File: src/rtl/seg_scan_controller_if.sv
// rtl/seg_scan_controller_if.sv - application/display bundle for the segment scan controller
interface seg_scan_controller_if;
    logic        load;
    logic [15:0] value;
    logic [3:0]  digit_en;
    logic        lz_suppress;
    logic [3:0]  bcd_out;
    logic        select;
    logic [3:0]  anode;
    logic        frame_done;

    modport master (
        output load, value, digit_en, lz_suppress,
        input  bcd_out, select, anode, frame_done
    );

    modport slave (
        input  load, value, digit_en, lz_suppress,
        output bcd_out, select, anode, frame_done
    );
endinterface

File: src/rtl/seg_scan_controller.sv
// rtl/seg_scan_controller.sv - 4-digit multiplexed BCD display scanner with blanking and double buffer
module seg_scan_controller #(
    parameter int SCAN_DIV  = 50000,
    parameter int BLANK_CYC = 8,
    parameter int CNT_W     = 16
) (
    input  logic                  clk,
    input  logic                  reset,
    seg_scan_controller_if.slave  bus
);

    localparam logic [CNT_W-1:0] CNT_LAST  = CNT_W'(SCAN_DIV - 1);
    localparam logic [CNT_W-1:0] BLANK_END = CNT_W'(BLANK_CYC);

    logic [CNT_W-1:0] cnt;
    logic [1:0]       idx;
    logic [15:0]      active;
    logic [15:0]      pending;
    logic             pending_valid;

    logic             slot_end;
    logic             wrap;
    logic [15:0]      shifted;
    logic [3:0]       cur_nib;
    logic             show;
    logic             lz_dark;
    logic             dark;
    logic [3:0]       anode_nxt;

    assign slot_end = (cnt == CNT_LAST);
    assign wrap     = slot_end && (idx == 2'd3);

    // Slot counter and digit index; index advances each time a slot completes.
    always_ff @(posedge clk) begin
        if (reset) begin
            cnt <= '0;
            idx <= 2'd0;
        end else if (slot_end) begin
            cnt <= '0;
            idx <= idx + 2'd1;
        end else begin
            cnt <= cnt + 1'b1;
        end
    end

    // Double buffer: loads land in pending; active only changes on the frame wrap,
    // where a same-cycle load takes priority over an older pending value.
    always_ff @(posedge clk) begin
        if (reset) begin
            active        <= 16'd0;
            pending       <= 16'd0;
            pending_valid <= 1'b0;
        end else begin
            if (bus.load) begin
                pending <= bus.value;
            end
            if (wrap) begin
                if (bus.load) begin
                    active <= bus.value;
                end else if (pending_valid) begin
                    active <= pending;
                end
                pending_valid <= 1'b0;
            end else if (bus.load) begin
                pending_valid <= 1'b1;
            end
        end
    end

    // Display decode for the current slot; shifting the active value down by the
    // digit position leaves this nibble and all higher ones, so a zero result
    // means the digit is a leading zero.
    always_comb begin
        shifted   = active >> {idx, 2'b00};
        cur_nib   = shifted[3:0];
        show      = (cnt >= BLANK_END);
        lz_dark   = bus.lz_suppress && (idx != 2'd0) && (shifted == 16'd0);
        dark      = !bus.digit_en[idx] || lz_dark;
        anode_nxt = 4'hF;
        if (show && !dark) begin
            anode_nxt = ~(4'b0001 << idx);
        end
    end

    // Registered outputs, one cycle behind the counter state they describe.
    always_ff @(posedge clk) begin
        if (reset) begin
            bus.bcd_out    <= 4'd0;
            bus.select     <= 1'b0;
            bus.anode      <= 4'hF;
            bus.frame_done <= 1'b0;
        end else begin
            bus.bcd_out    <= cur_nib;
            bus.select     <= show;
            bus.anode      <= anode_nxt;
            bus.frame_done <= wrap;
        end
    end

endmodule

File: src/flat_wrapper.sv
// flat-port wrapper written by rule: the top's interface ports become plain ports
module seg_scan_controller_flat 
#(
    parameter int SCAN_DIV  = 50000,
    parameter int BLANK_CYC = 8,
    parameter int CNT_W     = 16
)
  (clk, reset, bus_load, bus_value, bus_digit_en, bus_lz_suppress, bus_bcd_out, bus_select, bus_anode, bus_frame_done);
  seg_scan_controller_if bus_i ();
  input  logic clk;
  input  logic reset;
  input wire logic [$bits(bus_i.load)-1:0] bus_load;
  input wire logic [$bits(bus_i.value)-1:0] bus_value;
  input wire logic [$bits(bus_i.digit_en)-1:0] bus_digit_en;
  input wire logic [$bits(bus_i.lz_suppress)-1:0] bus_lz_suppress;
  output wire logic [$bits(bus_i.bcd_out)-1:0] bus_bcd_out;
  output wire logic [$bits(bus_i.select)-1:0] bus_select;
  output wire logic [$bits(bus_i.anode)-1:0] bus_anode;
  output wire logic [$bits(bus_i.frame_done)-1:0] bus_frame_done;
  assign bus_i.load = bus_load;
  assign bus_i.value = bus_value;
  assign bus_i.digit_en = bus_digit_en;
  assign bus_i.lz_suppress = bus_lz_suppress;
  assign bus_bcd_out = bus_i.bcd_out;
  assign bus_select = bus_i.select;
  assign bus_anode = bus_i.anode;
  assign bus_frame_done = bus_i.frame_done;
  seg_scan_controller #(.SCAN_DIV(SCAN_DIV), .BLANK_CYC(BLANK_CYC), .CNT_W(CNT_W)) u_core (.clk(clk), .reset(reset), .bus(bus_i));
endmodule
File: config.mk
export PLATFORM = sky130hd
export DESIGN_NAME = seg_scan_controller_flat
export DESIGN_NICKNAME = d
export VERILOG_FILES = /design/src/rtl/seg_scan_controller_if.sv /design/src/rtl/seg_scan_controller.sv /design/src/flat_wrapper.sv
export SDC_FILE = /design/constraint.sdc
export NUM_CORES = 1
export LEC_CHECK = 0
export ABC_CLOCK_PERIOD_IN_PS = 3700
export CORE_MARGIN = 2
export CORE_UTILIZATION = 60
export CTS_BUF_LIST = sky130_fd_sc_hd__clkbuf_2 sky130_fd_sc_hd__clkbuf_4 sky130_fd_sc_hd__clkbuf_8
export CTS_CLUSTER_SIZE = 24
export DETAILED_ROUTE_END_ITERATION = 6
export DONT_BUFFER_PORTS = 1
export PLACE_DENSITY = 0.76
export SLEW_MARGIN = 20
export SYNTH_ARGS = -nofsm -noshare
export SYNTH_HDL_FRONTEND = slang
export SYNTH_SLANG_ARGS = --single-unit
File: constraint.sdc
create_clock -name clk -period 3.7 [get_ports clk]
set_input_delay 0.555 -clock clk [delete_from_list [all_inputs] [get_ports clk]]
set_output_delay 0.555 -clock clk [all_outputs]
set_load 0.1 [all_outputs]
==> Yosys cells after proc, flatten, opt, wreduce, memory -nomap -nowiden <==
Cells that the tools add are included.
{ "word_totals": {"inputBits": 24, "wordCells": 37, "output_inout_bits": 10, "ff_bits": 61} }
{ "classes": {"reduce_logical": 14, "addsub": 2, "shift": 2, "n_eq_ne": 2, "n_lt_le_gt_ge": 2, "muxes": 4, "n_bitwise": 2} }
{ "ops": {"columns": ["operator", "n"], "rows": [
  ["16-bit two-way mux", 2],
  ["16-bit by 1-bit adder with 16-bit output, second input constant", 1],
  ["16-bit == test, second input constant", 1],
  ["16-bit by 4-bit >= comparator with 1-bit output, second input constant", 1],
  ["16-bit zero test", 1],
  ["16-bit by 4-bit right shift with 16-bit output", 1],
  ["2-bit OR reduction", 3],
  ["1-bit logical AND", 4],
  ["4-bit inverter", 1],
  ["2-bit nonzero test", 2],
  ["1-bit by 2-bit left shift with 4-bit output, first input constant", 1],
  ["2-bit by 3-bit less-than comparator with 1-bit output, second input constant", 1],
  ["2-bit by 1-bit adder with 2-bit output, second input constant", 1],
  ["1-bit binary-select mux with 2-bit select", 1],
  ["2-bit == test, second input constant", 1],
  ["1-bit zero test", 2],
  ["2-bit AND reduction", 1],
  ["1-bit logical OR", 1],
  ["1-bit two-way mux", 1],
  ["1-bit inverter", 1]
]} }

==> Depth between registers and ports, before layout <==
Gate-level depths: netlist of the first run.
{ "depth": {"word_depth": 8, "ltp_mapped": 7, "mapped_depth_nobuf": 6} }

==> Least setup slack after synthesis of the first run <==
Ideal clock, no wire load.
{ "synth_timing": {"path_kind": "input -> register", "startpoint": "input port bus_load", "endpoint": "register u_core.active[10]", "path_buffers": 2, "cell_stages": 5, "setup_time_ps": 121, "slack_ps": 1750, "t_arrival_ps": 1828, "required_ps": 3579, "cell_sequence": "buf_2 > nor2_1 > nor4b_4 > buf_8 > mux2_4"} }
{ "synth_between": {"elab_chain_len": 2, "word_cells_on_any_way": 3, "classes_between": "mux (1); reduce/logical (2)"} }
{ "synth_lines": {"columns": ["element", "line", "text"], "rows": [
  ["start: declaration", "flat_wrapper.sv:12", "input wire logic [$bits(bus_i.load)-1:0] bus_load;"],
  ["2-bit nonzero test (no source line)", null, null],
  ["2-bit AND reduction (no source line)", null, null],
  ["end signal: assignment", "seg_scan_controller.sv:59", "active <= bus.value;"],
  ["end signal: assignment", "seg_scan_controller.sv:61", "active <= pending;"],
  ["end: declaration", "seg_scan_controller.sv:17", "logic [15:0] active;"]
]} }
Several ways; a longest one is shown, not always the timed one.
A chain may end at the register's enable or synchronous reset.

==> Final worst setup path of the first run <==
{ "layout_timing": {"startpoint": "register u_core.idx[0]", "endpoint": "register u_core.bus.anode[3]"} }
{ "layout_between": {"elab_chain_len": 8, "word_cells_on_any_way": 15, "classes_between": "shift (2); mux (2); bitwise (2); reduce/logical (9)"} }
{ "layout_lines": {"columns": ["element", "line", "text"], "rows": [
  ["start: declaration", "seg_scan_controller.sv:16", "logic [1:0] idx;"],
  ["start signal: assignment", "seg_scan_controller.sv:40", "idx <= idx + 2'd1;"],
  ["16-bit by 4-bit right shift with 16-bit output (tied with other cells)", "seg_scan_controller.sv:74", "shifted = active >> {idx, 2'b00};"],
  ["16-bit zero test (tied with other cells)", "seg_scan_controller.sv:77", "lz_dark = bus.lz_suppress && (idx != 2'd0) && (shifted == 16'd0);"],
  ["1-bit logical AND / 1-bit zero test (equally long branches)", "seg_scan_controller.sv:77, seg_scan_controller.sv:78", null],
  ["1-bit logical OR", "seg_scan_controller.sv:78", "dark = !bus.digit_en[idx] || lz_dark;"],
  ["1-bit zero test", "seg_scan_controller.sv:80", "if (show && !dark) begin"],
  ["1-bit logical AND", "seg_scan_controller.sv:80", null],
  ["1-bit inverter (no source line)", null, null],
  ["2-bit OR reduction (no source line)", null, null],
  ["end signal: assignment", "seg_scan_controller.sv:95", "bus.anode <= anode_nxt;"],
  ["end: declaration", "seg_scan_controller_if.sv:19", "output bcd_out, select, anode, frame_done"]
]} }
Several ways; a longest one is shown, not always the timed one. The select of a mux whose other input is x is not followed.

==> results.tsv, run 1 <==
metric	value	unit
timing.final.crit_share	57.7	%
end_kind	register	
status	finished, final reports clean	
pre_cts_slack	1480	ps
critPathMaxFanout	13	
layout_commonest_cell	dfxtp_1	
worstPathCellList	mux4_2 -> or4_4 -> o211ai_1	
synth_area_leader_cell	dfxtp_1	
fmax	469	MHz
place_congestion	0.798	
grt_max_degree	44	
synth_top_family_by_area	simple AND/OR/NAND/NOR gates	
max_stage_delay	700	ps
start_util	61.5	%
synth_area_leaders	dfxtp_1, mux2i_1, mux2_4	
tritoncts	yes	
hp-class	input pin to register	
synth_area	0.00264	mm2
drt-total-wl	4.56	mm
grt_pass1_wl	7.88	mm
syn_avg_cell_area	10.7	um2
finalWorstSetupSlack	1570	ps
cts_made_buffers	9	
synthArstFlopShare	0	%
rsz0062_at_grt	no	
die_w	70.4	um
tightest_slew	941	ps
drt_iter0_drc	130	
ys_seq_area_share	46.2	%
drive_above_1_share	18.3	%
io_buffers	0	
synth-edff-count	0	
nets	277	
core	0.00429	mm2
powerDensity	454	mW/mm2
synth_seq_cells	61	
synth_ff_type	dfxtp_1	
ctsLongestPathBuffers	2	
vias	1715	
power.leakage	1.13	nW
postCtsSetupBuffers	0	
path_buf_inv	0	
required	3960	ps
drv_cap	0	
hold_viol_final	0	
layout_min_cycle_time	2130	ps
startpoint_type	register	
final_cell_mix	dfxtp_1, nor2_1, nor2b_1, mux2i_1	
slew_headroom	37.2	%
ant_nets	0	
die_area	0.00495	mm2
grt_remaining_overflow	0	
rows	24	
cts_num_sinks	61	
drcViolationCount	0	
muxShareOfSynthArea	18.6	%
synthToLayoutAreaGrowth	7.96	%
slowest_stage	dfxtp_1	
cts_root_buf	clkbuf_8	
synthesis.instances	248	
yosys.area_share.simple	20.1	%
yosys_warnings	0	
worst-setup-path-type	register to register	
synth_compound_area_share	4.93	%
synth.lib_cells_used.distinct	40	
synth_top_cell_area_share	46.2	%
clk_pin_slew	70	ps
setup-tns-final	0	ps
synth_xor_area_share	3.65	%
h-tree-depth	3	
grt_pass1_vias	1650	
first_pass_iters	4	
synth_adder_area_share	2.84	%
n_antenna_cell	0	
antenna_found_initial	0	
wl_per_cell	15.0	um
cts_hold_repair.buffers	0	
grt_usage	20.8	%
post_cts_resize_count	0	
dp.final_hpwl	3.06	mm
worst_ep_arrival_time	2390	ps
slew_violations	0	
ir_drop	319	uV
io_pins	34	
finalClockSkew	7.64	ps
setup_violations	0	
routed_via_density	5.64	
clkLatencyLatePin	330	ps
synth_nets	278	
die_h	70.4	um
crit_family	flip-flops	
==> metal layers <==
layer | global-route usage, % | vias to the layer above | part of all wire [%] | wire, um
met3 | 5.92 | 8 | 4.6 | 210
li1 | - | 856 | - | -
met1 | 27.4 | 809 | 48 | 2180
met4 | 11.5 | 0 | 2.3 | 103
met2 | 30.5 | 42 | 45 | 2070
met5 | 0 | - | 0 | 0
==> sequential cells by signal, summed over array words and instances, names as in the netlist <==
register and count:
u_core.active 16, u_core.bus.anode 4, u_core.bus.bcd_out 4, u_core.bus.frame_done 1, u_core.bus.select 1, u_core.cnt 16
u_core.idx 2, u_core.pending 16, u_core.pending_valid 1
==> where the power goes <==
group,leakage [nW],internal [mW],switching [mW],total (mW)
clock network,0.103,0.342,0.247,0.589
registers,0.496,0.671,0.00567,0.676
logic,0.531,0.0160,0.0144,0.0304
==> cells by family (layout without fill, tap and decap cells) <==
logic type	Yosys count	count (layout)
fa+ha+maj	6	6
xor+xnor	11	11
simple gates	93	93
flops	61	61
buf+inv	21	25
compound gates	19	19
mux	37	37
==> synth_stat cells, types with 4 or more instances <==
cell type  count
dfxtp_1       61
nor2_1        33
nor2b_1       21
mux2i_1       16
mux2_4        10
inv_1          8
clkbuf_1       7
xor2_1         7
ha_1           6
mux2_2         6
nand4_1        6
a21oi_1        5
buf_2          5
mux4_2         5
nand3_1        5
and3_1         4
nand2_1        4
o211ai_1       4
xnor2_1        4
==> per-stage QoR <==
step / hold slack (ps) / instances / area [um2] / total power, mW / utilization (%)
CTS: 273 / 304 / 2850 / 1.31 / 66.3
detailed placement: 465 / 288 / 2650 / 0.721 / 61.7
finish: 287 / 304 / 2850 / 1.30 / 66.4
global placement: 437 / 288 / 2650 / 0.720 / 61.7
global route: 278 / 304 / 2850 / 1.33 / 66.4
floorplan: 426 / 248 / 2640 / 0.725 / -
==> worst paths after layout <==
path / cells after the start / endpoint / from / slack, ps
worst max-delay path: 3 / u_core.bus.anode[3]$_SDFF_PP1_ / u_core.idx[0]$_SDFFE_PP0P_ / 1570
worst min register to register: 1 / u_core.cnt[0]$_SDFF_PP0_ / u_core.cnt[0]$_SDFF_PP0_ / 470
worst max register to register: 3 / u_core.bus.anode[3]$_SDFF_PP1_ / u_core.idx[0]$_SDFFE_PP0P_ / 1570
worst min-delay path: 1 / u_core.idx[0]$_SDFFE_PP0P_ / reset / 290
==> layout make-up <==
cell class,instances,area [um2]
Inverter,8,30.0
Sequential cell,61,1220
Fill cell,333,1440
Timing Repair Buffer,1,7.51
Clock inverter,4,47.5
Multi-Input combinational cell,166,1330
Clock buffer,12,153
Tap cell,52,65.1
Power figures use the tool's default switching activity.
==> run 2: changes to the inputs <==
--- a/config.mk
+++ b/config.mk
@@ -5,14 +5,15 @@
 export SDC_FILE = /design/constraint.sdc
 export NUM_CORES = 1
 export LEC_CHECK = 0
-export ABC_CLOCK_PERIOD_IN_PS = 3700
+export ABC_AREA = 1
+export ABC_CLOCK_PERIOD_IN_PS = 1700
 export CORE_MARGIN = 2
-export CORE_UTILIZATION = 60
+export CORE_UTILIZATION = 59
 export CTS_BUF_LIST = sky130_fd_sc_hd__clkbuf_2 sky130_fd_sc_hd__clkbuf_4 sky130_fd_sc_hd__clkbuf_8
 export CTS_CLUSTER_SIZE = 24
 export DETAILED_ROUTE_END_ITERATION = 6
 export DONT_BUFFER_PORTS = 1
-export PLACE_DENSITY = 0.76
+export PLACE_DENSITY = 0.78
 export SLEW_MARGIN = 20
 export SYNTH_ARGS = -nofsm -noshare
 export SYNTH_HDL_FRONTEND = slang
==> constraint.sdc (replaced) <==
create_clock -name clk -period 1.7 [get_ports clk]
set_input_delay 0.255 -clock clk [delete_from_list [all_inputs] [get_ports clk]]
set_output_delay 0.255 -clock clk [all_outputs]
set_load 0.1 [all_outputs]
==> results.tsv, run 2 <==
metric	value	unit	change
status	finished, final reports clean		unchanged
core	0.00469	mm2	was 0.00429 mm2
ctsLongestPathBuffers	2		unchanged
setup_violations	0		unchanged
h-tree-depth	3		unchanged
slew_violations	0		unchanged
cts_made_buffers	9		unchanged
worstReg2RegStart	u_core.cnt[1]$_SDFF_PP0_		was u_core.idx[0]$_SDFFE_PP0P_
r2r_end	u_core.active[5]$_SDFFE_PP0P_		was u_core.bus.anode[3]$_SDFF_PP1_
synth_ff_type	dfxtp_1		unchanged
yosys-top-cells-count	nand2_1, nor2_1, dfxtp_1, inv_1, nand3_1		was dfxtp_1, nor2_1, nor2b_1, mux2i_1, mux2_4
end_kind	register		unchanged
nets	442		was 277
fin_area	0.00324	mm2	was 0.00285 mm2
tritoncts	yes		unchanged
wl_met2	3.02	mm	was 2.07 mm
placed_cells	452		was 288
antenna_found_initial	0		unchanged
clkLatencyLatePin	340	ps	was 330 ps
yosys_warnings	0		unchanged
grt_max_degree	21		was 44
num-fill-cells	400		was 333
worstPathCellList	ha_1 -> nand2_2 -> nor2_4 -> nand3_2 -> nor2_4 -> buf_4 -> nand4_1 -> nand2_1 -> nor2_1		was mux4_2 -> or4_4 -> o211ai_1
hp-class	input pin to register		unchanged
max_stage_delay	350	ps	was 700 ps
whs	87.6	ps	was 287 ps
cp.depth	9		was 3
fmax	621	MHz	was 469 MHz
postCtsSetupBuffers	0		unchanged
grt_pass1_wl	10.1	mm	was 7.88 mm
crit_family	simple AND/OR/NAND/NOR gates		was flip-flops
yosysMostFrequentCell	nand2_1		was dfxtp_1
die_h	73.6	um	was 70.4 um
timing.final.crit_share	94.8	%	was 57.7%
io_buffers	0		unchanged
n_antenna_cell	0		unchanged
synth_area	0.00286	mm2	was 0.00264 mm2
synth_seq_cells	61		unchanged
required	1940	ps	was 3960 ps
ant_nets	0		unchanged
top_layer	met4		unchanged
slowest_stage	dfxtp_2		was dfxtp_1
startpoint	u_core.cnt[1]$_SDFF_PP0_		was u_core.idx[0]$_SDFFE_PP0P_
drv_cap	0		unchanged
drive_above_1_share	13.9	%	was 18.3%
synth-edff-count	0		unchanged
rrSetupSlack	90	ps	was 1570 ps
synth_nets	423		was 278
path_buf_inv	1		was 0
grt_remaining_overflow	0		unchanged
final_cell_mix	nand2_1, nor2_1, dfxtp_1, inv_1, nand3_1		was dfxtp_1, nor2_1, nor2b_1, mux2i_1
critPathMaxFanout	10		was 13
cts_root_buf	clkbuf_8		unchanged
die_area	0.00542	mm2	was 0.00495 mm2
synth_area_leaders	dfxtp_1, nand2_1, nor2_1		was dfxtp_1, mux2i_1, mux2_4
synthesis.instances	393		was 248
die_w	73.6	um	was 70.4 um
layout_commonest_cell	nand2_1		was dfxtp_1
critPathCapture	u_core.active[5]$_SDFFE_PP0P_		was u_core.bus.anode[3]$_SDFF_PP1_
ys_seq_area_share	42.7	%	was 46.2%
critPathMostFrequentCell	nor2_4		
synthArstFlopShare	0	%	unchanged
layout_min_cycle_time	1610	ps	was 2130 ps
drcViolationCount	0		unchanged
synth.lib_cells_used.distinct	30		was 40
dp.final_hpwl	4.19	mm	was 3.06 mm
drt_iter0_drc	126		was 130
grt_pass1_vias	2302		was 1650
final_core_util	69.0	%	was 66.4%
cts_num_sinks	61		unchanged
syn_avg_cell_area	7.28	um2	was 10.7 um2
rows	25		was 24
routed-wl-met3	344	um	was 210 um
finalClockSkew	8.63	ps	was 7.64 ps
dpl-instance-area	0.00298	mm2	was 0.00265 mm2
ir_drop	558	uV	was 319 uV
worst-setup-path-type	register to register		unchanged
tightest_slew	747	ps	was 941 ps
synth_top_cell_area_share	42.7	%	was 46.2%
grt_usage	24.6	%	was 20.8%
slew_headroom	50.0	%	was 37.2%
start_util	61.0	%	was 61.5%
worst_ep_arrival_time	1850	ps	was 2390 ps
drt-met1-wl	2.61	mm	was 2.18 mm
place_congestion	0.862		was 0.798
vias	2467		was 1715
synthToLayoutAreaGrowth	13.2	%	was 7.96%
power.leakage	1.50	nW	was 1.13 nW
powerDensity	863	mW/mm2	was 454 mW/mm2
clk_pin_slew	60	ps	was 70 ps
fin_cells	471		was 304
ff2ff_path_depth	9		was 3
top_regs	u_core.active x16, u_core.cnt x16, u_core.pending x16		unchanged
startpoint_type	register		unchanged
first_pass_iters	4		unchanged
drt-total-wl	6.16	mm	was 4.56 mm
wl_per_cell	13.1	um	was 15.0 um
hold_viol_final	0		unchanged
hold_start	bus_value[13]		was reset
io_pins	34		unchanged
synth_area_leader_cell	dfxtp_1		unchanged
routed_via_density	5.24		was 5.64
==> run 2: layout make-up <==
cell class	instances	area (um2)	share of cell area (%)
clock buffers	15	181	5.60
clock inverters	1	5.00	0.155
inverters	59	221	6.84
multi-input cells	258	1360	41.9
flip-flops and latches	61	1220	37.8
well taps	54	67.6	2.09
repair buffers	23	183	5.64
==> run 2: metrics by stage <==
step                      total power [mW]  setup slack (ps)  TNS (ps)
after floorplan                       1.60               216         0
after global routing                  2.89             -14.0     -26.5
after detailed placement              1.61              93.2         0
after CTS                             2.81              12.8         0
final                                 2.79              89.0         0
after global placement                1.61               177         0
==> run 2: logic make-up (layout without fill, tap and decap cells) <==
family                     Yosys count  after routing  share of synthesized area, %
adders and majority gates            6              6                          2.62
DFF                                 61             61                          42.7
AOI/OAI and AO/OA                   22             22                          3.98
buffers and inverters               75             98                          11.3
muxes                               16             16                          5.60
and+or+nand+nor                    209            210                          32.5
xor gates and xnor gates             4              4                          1.23
==> run 2: timing repair <==
action                                 4_1_cts  5_1_grt
resized for setup                            0       12
endpoints found under the hold margin       20        0
setup endpoints to repair                    0       30
hold buffers                                 1        0
==> run 2: where the power goes <==
| part | switching [mW] | internal, mW |
|---|---|---|
| Clock | 0.527 | 0.673 |
| Combinational | 0.0738 | 0.0485 |
| Sequential | 0.0117 | 1.46 |
| Total | 0.612 | 2.18 |
==> run 2: worst min path at each step <==
stage / endpoint / slack [ps] / cells after the start
2_1_floorplan: u_core.pending[10]$_SDFFE_PP0P_ / 420 / 2
3_3_place_gp: u_core.bus.bcd_out[2]$_SDFF_PP0_ / 330 / 1
3_5_place_dp: u_core.bus.bcd_out[2]$_SDFF_PP0_ / 330 / 1
4_1_cts: u_core.pending[13]$_SDFFE_PP0P_ / 80 / 2
5_1_grt: u_core.pending[6]$_SDFFE_PP0P_ / 90 / 2
6_report: u_core.pending[13]$_SDFFE_PP0P_ / 90 / 2
==> run 2: metal layers <==
layer	track usage, %	vias up
li1	-	1266
met1	29.0	1109
met2	40.7	77
met3	6.45	15
met4	13.1	0
met5	0	-
==> run 2: worst register-to-register path: cells and delay by family (launching register included) <==
family        cells  cell delay [ps]
fa+ha+maj         1              190
flops             1              350
buf+inv           1              200
simple gates      7              770
==> run 3: changes to the inputs <==
--- a/config.mk
+++ b/config.mk
@@ -7,13 +7,15 @@
 export LEC_CHECK = 0
 export ABC_AREA = 1
 export ABC_CLOCK_PERIOD_IN_PS = 1700
+export CELL_PAD_IN_SITES_DETAIL_PLACEMENT = 0
+export CELL_PAD_IN_SITES_GLOBAL_PLACEMENT = 1
 export CORE_MARGIN = 2
-export CORE_UTILIZATION = 59
+export CORE_UTILIZATION = 43
 export CTS_BUF_LIST = sky130_fd_sc_hd__clkbuf_2 sky130_fd_sc_hd__clkbuf_4 sky130_fd_sc_hd__clkbuf_8
 export CTS_CLUSTER_SIZE = 24
 export DETAILED_ROUTE_END_ITERATION = 6
 export DONT_BUFFER_PORTS = 1
-export PLACE_DENSITY = 0.78
+export PLACE_DENSITY_LB_ADDON = 0.1
 export SLEW_MARGIN = 20
 export SYNTH_ARGS = -nofsm -noshare
 export SYNTH_HDL_FRONTEND = slang
==> results.tsv, run 3 (synthesis gave the netlist of run 2 again) <==
metric	value	unit	change
status	finished, final reports clean		unchanged
die_h	85.6	um	was 73.6 um
fin_area	0.00333	mm2	was 0.00324 mm2
ff2ff_path_depth	9		unchanged
setup_violations	0		unchanged
clk_pin_slew	70	ps	was 60 ps
drt-total-wl	6.19	mm	was 6.16 mm
tightest_slew	749	ps	was 747 ps
tritoncts	yes		unchanged
grt_usage	17.9	%	was 24.6%
drcViolationCount	0		unchanged
place_congestion	0.842		was 0.862
finalClockSkew	9.96	ps	was 8.63 ps
slew_violations	0		unchanged
placed_cells	477		was 452
hp-class	input pin to register		unchanged
final_cell_mix	nand2_1, nor2_1, dfxtp_1, inv_1, nand3_1		unchanged
min_to	u_core.pending[2]$_SDFFE_PP0P_		was u_core.pending[13]$_SDFFE_PP0P_
powerDensity	959	mW/mm2	was 863 mW/mm2
start_util	44.8	%	was 61.0%
n_antenna_cell	0		unchanged
die_w	85.6	um	was 73.6 um
timing.final.crit_share	90.3	%	was 94.8%
dp.final_hpwl	4.31	mm	was 4.19 mm
cts_num_sinks	61		unchanged
ant_nets	0		unchanged
cts_root_buf	clkbuf_8		unchanged
grt_pass1_vias	2162		was 2302
rsz0062_at_grt	no		
required	1940	ps	about the same
first_pass_iters	4		unchanged
vias	2326		was 2467
worst_ep_arrival_time	1770	ps	was 1850 ps
synthToLayoutAreaGrowth	16.4	%	was 13.2%
drt_iter0_drc	99		was 126
layout_min_cycle_time	1540	ps	was 1610 ps
layout_commonest_cell	nand2_1		unchanged
core	0.00639	mm2	was 0.00469 mm2
fin_cells	495		was 471
slew_headroom	49.9	%	was 50.0%
drive_above_1_share	13.6	%	was 13.9%
critPathMaxFanout	8		was 10
multi_input_area	0.00134	mm2	was 0.00136 mm2
rows	29		was 25
antenna_found_initial	0		unchanged
rrSetupSlack	160	ps	was 90 ps
dpl-instance-area	0.00304	mm2	was 0.00298 mm2
io_buffers	0		unchanged
grt_remaining_overflow	0		unchanged
r2r_end	u_core.cnt[2]$_SDFF_PP0_		was u_core.active[5]$_SDFFE_PP0P_
min_path_cells	2		unchanged
wl_per_cell	12.5	um	was 13.1 um
cts_made_buffers	9		unchanged
fmax	651	MHz	was 621 MHz
nets	443		was 442
seq_area	0.00122	mm2	about the same
hold_viol_final	0		unchanged
grt_max_degree	21		unchanged
worstReg2RegStart	u_core.cnt[1]$_SDFF_PP0_		unchanged
ctsLongestPathBuffers	2		unchanged
hold_start	bus_value[2]		was bus_value[13]
clkLatencyLatePin	340	ps	about the same
top_regs	u_core.active x16, u_core.cnt x16, u_core.pending x16		unchanged
drv_cap	0		unchanged
startpoint	u_core.cnt[1]$_SDFF_PP0_		unchanged
num-fill-cells	658		was 400
routed_via_density	4.70		was 5.24
grt_pass1_wl	10.4	mm	was 10.1 mm
worst-setup-path-type	register to register		unchanged
h-tree-depth	3		unchanged
io_pins	34		unchanged
power.leakage	1.52	nW	was 1.50 nW
ir_drop	566	uV	was 558 uV
setup-tns-final	0	ps	unchanged
startpoint_type	register		unchanged
die_area	0.00732	mm2	was 0.00542 mm2
end_kind	register		unchanged
-- run 3: cell count changes in the layout (fill, tap and decap cells not counted), moves of 2 or more --
cell / previous run / this run
clkbuf_4: 4 / 0
clkbuf_8: 11 / 9
bufinv_16: 0 / 3
nand2_2: 4 / 6
clkinv_4: 0 / 3
-- run 3: metal layers --
| metal | routed length, um | vias up | track usage (%) | part of all wire [%] |
|---|---|---|---|---|
| met5 | 0 | - | 0 | 0 |
| met4 | 120 | 0 | 7.79 | 1.9 |
| met3 | 219 | 10 | 3.56 | 3.5 |
| met2 | 2470 | 42 | 24.9 | 40 |
| met1 | 3380 | 1009 | 26.7 | 55 |
| li1 | - | 1265 | - | - |
-- run 3: cell type report --
class / count / share of cell area (%)
tap: 77 / 2.89
multi-input combinational: 258 / 40.3
inverter: 59 / 6.65
clock buffer: 9 / 3.72
sequential: 61 / 36.7
clock inverter: 7 / 3.72
timing repair buffer: 24 / 5.98
-- run 3: worst max-delay path, stage by stage, from the launching register on --
cell	delay, ps
dfxtp_1	340
ha_1	180
nand2_2	80
nor2_4	140
nand3_1	110
nor2_2	120
inv_1	80
nand2_2	160
buf_4	170
nor3b_1	50
-- run 3: stage by stage --
| step | hold WS, ps | util (%) | worst slack (ps) | total power, mW |
|---|---|---|---|---|
| global placement | 330 | 47.6 | 151 | 1.62 |
| detailed placement | 329 | 47.6 | 136 | 1.62 |
| finish | 100 | 52.1 | 164 | 3.19 |
| floorplan | 421 | - | 216 | 1.60 |
| CTS | 86.0 | 51.6 | 124 | 3.23 |
| global route | 106 | 52.1 | 2.68 | 3.31 |
-- run 3: where the power goes --
| part | total (mW) | internal, mW | switching (mW) | leakage, nW |
|---|---|---|---|---|
| combinational | 0.126 | 0.0501 | 0.0763 | 0.904 |
| clock | 1.60 | 0.981 | 0.618 | 0.120 |
| sequential | 1.47 | 1.46 | 0.00941 | 0.496 |
-- run 3: what timing repair did --
item | in CTS | in global routing
endpoints found under the hold margin | 20 | 0
hold buffers | 1 | 0
endpoints found under the setup margin | 0 | 17
gates resized for setup | 0 | 5
buffers inserted | 0 | 0
-- run 3: worst max-delay path by stage --
| stage | to | slack [ps] | depth (start not counted) |
|---|---|---|---|
| CTS | u_core.active[14]$_SDFFE_PP0P_ | 120 | 9 |
| floorplan | u_core.bus.anode[3]$_SDFF_PP1_ | 220 | 10 |
| global placement | u_core.active[8]$_SDFFE_PP0P_ | 150 | 9 |
| finish | u_core.cnt[2]$_SDFF_PP0_ | 160 | 9 |
| global route | u_core.active[7]$_SDFFE_PP0P_ | 3 | 9 |
| detailed placement | u_core.active[10]$_SDFFE_PP0P_ | 140 | 9 |
